## src/rtl/div_pkg.sv

```systemverilog
// rtl/div_pkg.sv - shared types and default widths for the sequential divider
package div_pkg;

    localparam int DEF_DIVIDEND_W = 8;
    localparam int DEF_DIVISOR_W  = 4;
    localparam int DEF_CNT_W      = $clog2(DEF_DIVIDEND_W + 1);

    typedef enum logic [1:0] {
        IDLE = 2'd0,
        RUN  = 2'd1,
        DONE = 2'd2
    } div_state_t;

endpackage

```

## src/rtl/div_sub_stage.sv

```systemverilog
// rtl/div_sub_stage.sv - ripple trial subtractor a - b computed as a + ~b + 1
module div_sub_stage #(
    parameter int W = 5
) (
    input  logic [W-1:0] a,
    input  logic [W-1:0] b,
    output logic [W-1:0] diff,
    output logic         no_borrow
);

    logic [W:0] carry;

    // Carry-in of 1 completes the two's complement of b.
    assign carry[0] = 1'b1;

    for (genvar i = 0; i < W; i++) begin : g_bit
        full_adder u_fa (
            .a    (a[i]),
            .b    (~b[i]),
            .cin  (carry[i]),
            .sum  (diff[i]),
            .cout (carry[i+1])
        );
    end

    // Carry out of the top bit means a >= b, i.e. no borrow.
    assign no_borrow = carry[W];

endmodule

```

## src/rtl/full_adder.sv

```systemverilog
// rtl/full_adder.sv - library one-bit full-adder cell
module full_adder (
    input  logic a,
    input  logic b,
    input  logic cin,
    output logic sum,
    output logic cout
);

    assign sum  = a ^ b ^ cin;
    assign cout = (a & b) | (a & cin) | (b & cin);

endmodule

```

## src/rtl/seq_div_8by4.sv

```systemverilog
// rtl/seq_div_8by4.sv - sequential restoring divider, one quotient bit per clock (option: DIV_ZERO_DETECT_EN)
module seq_div_8by4
    import div_pkg::*;
#(
    parameter int DIVIDEND_W = DEF_DIVIDEND_W,
    parameter int DIVISOR_W  = DEF_DIVISOR_W
) (
    input  logic                  clk,
    input  logic                  rst_n,
    input  logic                  start,
    input  logic [DIVIDEND_W-1:0] dividend,
    input  logic [DIVISOR_W-1:0]  divisor,
    output logic                  busy,
    output logic                  done,
    output logic [DIVIDEND_W-1:0] quotient,
    output logic [DIVISOR_W-1:0]  remainder,
    output logic                  div_by_zero
);

    localparam int CNT_W = $clog2(DIVIDEND_W + 1);
    localparam int RW    = DIVISOR_W + 1;

    div_state_t            state;
    logic [CNT_W-1:0]      cnt;
    logic [DIVIDEND_W-1:0] dvd_sr;
    logic [DIVISOR_W-1:0]  dsr_r;
    logic [DIVISOR_W-1:0]  rem_r;
    logic [DIVIDEND_W-1:0] quo_sr;

    logic [RW-1:0]         r_shift;
    logic [RW-1:0]         r_diff;
    logic                  no_borrow;
    logic [DIVISOR_W-1:0]  rem_next;
    logic [DIVIDEND_W-1:0] quo_next;
    logic                  last_iter;

    // Partial remainder picks up the next dividend bit, then trial-subtracts the divisor.
    assign r_shift = {rem_r, dvd_sr[DIVIDEND_W-1]};

    div_sub_stage #(
        .W (RW)
    ) u_sub (
        .a         (r_shift),
        .b         ({1'b0, dsr_r}),
        .diff      (r_diff),
        .no_borrow (no_borrow)
    );

    assign rem_next  = no_borrow ? r_diff[DIVISOR_W-1:0] : r_shift[DIVISOR_W-1:0];
    assign quo_next  = {quo_sr[DIVIDEND_W-2:0], no_borrow};
    assign last_iter = (cnt == CNT_W'(DIVIDEND_W - 1));

`ifdef DIV_ZERO_DETECT_EN
    logic dbz_r;
    assign div_by_zero = dbz_r;
`else
    assign div_by_zero = 1'b0;
`endif

    // FSM, iteration datapath and registered result outputs.
    always_ff @(posedge clk) begin
        if (!rst_n) begin
            state     <= IDLE;
            cnt       <= '0;
            dvd_sr    <= '0;
            dsr_r     <= '0;
            rem_r     <= '0;
            quo_sr    <= '0;
            busy      <= 1'b0;
            done      <= 1'b0;
            quotient  <= '0;
            remainder <= '0;
`ifdef DIV_ZERO_DETECT_EN
            dbz_r     <= 1'b0;
`endif
        end else begin
            case (state)
                RUN: begin
                    dvd_sr <= {dvd_sr[DIVIDEND_W-2:0], 1'b0};
                    rem_r  <= rem_next;
                    quo_sr <= quo_next;
                    cnt    <= cnt + 1'b1;
                    if (last_iter) begin
                        state     <= DONE;
                        busy      <= 1'b0;
                        done      <= 1'b1;
                        quotient  <= quo_next;
                        remainder <= rem_next;
                    end
                end
                default: begin
                    done <= 1'b0;
                    if (start) begin
                        dvd_sr    <= dividend;
                        dsr_r     <= divisor;
                        rem_r     <= '0;
                        quo_sr    <= '0;
                        cnt       <= '0;
                        quotient  <= '0;
                        remainder <= '0;
`ifdef DIV_ZERO_DETECT_EN
                        dbz_r     <= 1'b0;
                        if (divisor == '0) begin
                            // Skip the iterations; the result matches what RUN would produce.
                            state     <= DONE;
                            done      <= 1'b1;
                            quotient  <= '1;
                            remainder <= dividend[DIVISOR_W-1:0];
                            dbz_r     <= 1'b1;
                        end else begin
                            state <= RUN;
                            busy  <= 1'b1;
                        end
`else
                        state <= RUN;
                        busy  <= 1'b1;
`endif
                    end else begin
                        state <= IDLE;
                    end
                end
            endcase
        end
    end

endmodule

```

## config.mk

```make
export PLATFORM = sky130hd
export DESIGN_NAME = seq_div_8by4
export DESIGN_NICKNAME = d
export VERILOG_FILES = /design/src/rtl/div_pkg.sv /design/src/rtl/div_sub_stage.sv /design/src/rtl/full_adder.sv /design/src/rtl/seq_div_8by4.sv
export SDC_FILE = /design/constraint.sdc
export NUM_CORES = 1
export LEC_CHECK = 0
export ABC_AREA = 1
export CAP_MARGIN = 5
export CELL_PAD_IN_SITES_DETAIL_PLACEMENT = 1
export CELL_PAD_IN_SITES_GLOBAL_PLACEMENT = 1
export CORE_UTILIZATION = 45
export DETAILED_ROUTE_END_ITERATION = 6
export DONT_BUFFER_PORTS = 1
export PLACE_DENSITY = 0.88
export SETUP_SLACK_MARGIN = 0.2
export SLEW_MARGIN = 20
export SYNTH_ARGS = -nofsm -noshare
export SYNTH_HDL_FRONTEND = slang
export SYNTH_SLANG_ARGS = --single-unit
```

## constraint.sdc

```tcl
create_clock -name clk -period 3.1 [get_ports clk]
set_clock_uncertainty 0.2 [all_clocks]
set_input_delay 0.155 -clock clk [delete_from_list [all_inputs] [get_ports clk]]
set_output_delay 0.155 -clock clk [all_outputs]
set_load 0.02 [all_outputs]
```

==> results.tsv <==
metric	value	unit
status	completed	
Die ar.	4400	µm²
setup_tns	0	ns
Slew HR	37.2	%
Synth Cell Area	1860	µm²
Max Cap Viol	0	
Setup crit end kind	register	
GRT Util Overall	24.4	%
nets@finish	272	
synthesized area per cell	7.70	µm²
Residual DRC	0	
Util after Layout	52.2	%
kind of critical path	register to register	
Seq pwr share	51.9	%
Critical R2R Capture	remainder[0]$_SDFFE_PN0P_	
Synth-to-Final Area Change	12.1	%
Die Span Y	66.4	µm
initial antenna violation count	0	
CP dominant cell by count	nand2_1	
drt first pass iters	4	
first-pass GRT wire length	7.87	mm
slowest CP cell	fa_1	
pwr dens	552	nW/µm²
FF-to-FF setup slack	0.42	ns
Final Worst Setup Slack	0.418	ns
via count	1612	
HP Class	primary input to register	
dpl hpwl	2.81	mm
maximum number of pins on one net before global-route repair	26	
core box area	4000	µm²
max-slew violations	0	
syn nets	262	
cell count after synthesis	242	
Synth warnings	0	
switching part of the total power	27.4	%
Reg2Reg Depth	11	
Total Power	1.15	mW
Ant. Diodes	0	
Reg clk slew, reported paths	0.08	ns
clock sinks	43	
Initial Utilization	46.6	%
Num CTS Buffers	5	
Worst Path Arrival	2.68	ns
HP Start	start	
Reg-to-Reg Start	dvd_sr[7]$_SDFFE_PN0P_	
vias in the first global route	1655	
gpl congestion	0.754	
clock share of power	34.2	%
Root Buffer	clkbuf_8	
Iter 0 DRT Violations	77	
RSZ-0062 raised after global routing	no	
die width	66.4	µm
Fmax	0.373	GHz
crit path launch type	register	
Fin. Hold Viols	0	
Clk Latency, worst-skew pair	0.30	ns
synthesis-stage register bit count	43	
crit path capture	remainder[0]$_SDFFE_PN0P_	
Overflow after GRT	0	
Worst Path Required	3.09	ns
Int Power	0.838	mW
drt wl/cell	15.8	µm
Post-DRT Antenna Nets	0	
distinct cell type count after synthesis	24	
FP Rows	23	
share of layout cells above drive strength 1	7.11	%
final WL	4.78	mm
Crit Path Max Fanout	6	
cell chain of the critical path	inv_1 -> ha_1 -> fa_1 -> fa_1 -> fa_1 -> nand2_1 -> nand2_1 -> nand3_1 -> nand2_1 -> nand2_1 -> nor2_1	
clk buf depth	2	
Boundary Pins	30	
fin crit period	2.68	ns
TritonCTS clock tree	built	
Logic pwr share	13.9	%
Final setup viols	0	
Pleak	0.825	nW
Max VDD drop	0.000339	V
port bufs	0	
Tcrit/Tclk final	86.5	%
Setup Fix Bufs, Post-CTS	0	
DP Worst Slack	0.442	ns
via/cell ratio	5.32	
Sw Pwr	0.316	mW
H-tree depth	2	
max incr delay on CP	0.45	ns
sequential fraction of the synthesis area	46.2	%
Tightest Pin Transition	0.941	ns
Worst setup startpoint	dvd_sr[7]$_SDFFE_PN0P_	
## cell families after synthesis
family	count (synthesis)	share of synthesized area [%]
other	1	0.201
flip-flops	43	46.2
buffers and inverters	30	8.05
adder cells (fa/ha/maj)	5	4.56
AND/OR/NAND/NOR	127	30.7
AO/OA/AOI/OAI	36	10.3
## per-stage QoR
stage | hold WS, ns | cells | cell area (µm²)
global placement | 0.0658 | 281 | 1850
finish | 0.0771 | 303 | 2090
floorplan | 0.0980 | 242 | 1860
CTS | 0.0652 | 303 | 2090
detailed placement | 0.0727 | 281 | 1850
global route | 0.116 | 303 | 2090
## state kept, by name (all words and copies together), names as in the netlist
name / count
busy: 1
cnt: 4
done: 1
dsr_r: 4
dvd_sr: 8
quo_sr: 7
quotient: 8
rem_r: 4
remainder: 4
state: 2
## worst min path at each step
| stage | endpoint | slack, ns | cells past startpoint |
|---|---|---|---|
| detailed placement | dvd_sr[6]$_SDFFE_PN0P_ | 0.07 | 2 |
| global route | cnt[3]$_SDFFE_PN0P_ | 0.12 | 3 |
| global placement | dvd_sr[6]$_SDFFE_PN0P_ | 0.07 | 2 |
| finish | cnt[3]$_SDFFE_PN0P_ | 0.08 | 3 |
| floorplan | dvd_sr[0]$_SDFFE_PP0P_ | 0.1 | 2 |
| CTS | cnt[3]$_SDFFE_PN0P_ | 0.07 | 3 |
## routing by layer
layer	share of wire, %	global-route usage (%)
met3	4.9	6.21
met5	0	0
met4	3.1	10.4
met1	44	30.5
met2	47	39.4
## critical path: cells and delay by family, from the launching register on
| kind | cells | cell delay (ns) |
|---|---|---|
| adders and majority gates | 4 | 1.44 |
| and+or+nand+nor | 6 | 0.54 |
| buffers and inverters | 1 | 0.06 |
| DFF | 1 | 0.34 |
## power by group through the flow
stage | logic [mW] | registers, mW | clock network [mW]
4_1_cts | 0.157 | 0.599 | 0.403
3_3_place_gp | 0.133 | 0.610 | 0
3_5_place_dp | 0.137 | 0.612 | 0
2_1_floorplan | 0.118 | 0.608 | 0
5_1_grt | 0.182 | 0.604 | 0.425
6_report | 0.160 | 0.599 | 0.394
## cell usage after synthesis
library cell | instances | area share [%]
a21oi_1 | 20 | 5.4
conb_1 | 1 | 0.20
o21ai_0 | 10 | 2.7
nor2_1 | 44 | 8.9
buf_6 | 3 | 1.8
nor2_4 | 2 | 1.2
nand2_4 | 3 | 1.8
o21a_1 | 4 | 1.6
ha_1 | 2 | 1.3
inv_1 | 16 | 3.2
fa_1 | 3 | 3.2
a211oi_1 | 1 | 0.40
inv_2 | 2 | 0.40
buf_4 | 2 | 0.81
buf_1 | 1 | 0.20
nor3_1 | 1 | 0.27
dfxtp_1 | 43 | 46
o21ai_1 | 1 | 0.27
buf_2 | 5 | 1.3
nor2_8 | 1 | 1.1
nand2_1 | 46 | 9.3
nand3_1 | 28 | 7.5
nand2_2 | 2 | 0.67
clkinv_2 | 1 | 0.27
## area by class of cell
type	count	area, µm²
Sequential cell	43	861
Inverter	19	72.6
Clock buffer	8	100
Fill cell	508	1910
Timing Repair Buffer	14	140
Tap cell	50	62.6
Multi-Input combinational cell	169	853
## cell usage in the layout (no fill, tap or decap), drive strengths merged, types with 4 or more instances in the layout
master and count:
dlygate4sd3 14, dfxtp 43, nor2 47, clkbuf 8, nand2 51, a21oi 20, nand3 28, o21ai 11
inv 18, o21a 4
## timing repair
action                                 in CTS  in global routing
resized for setup                           0                  0
endpoints found under the hold margin      25                  0
hold buffers                               14                  0
Note: power is estimated with default switching activity, not from simulation.
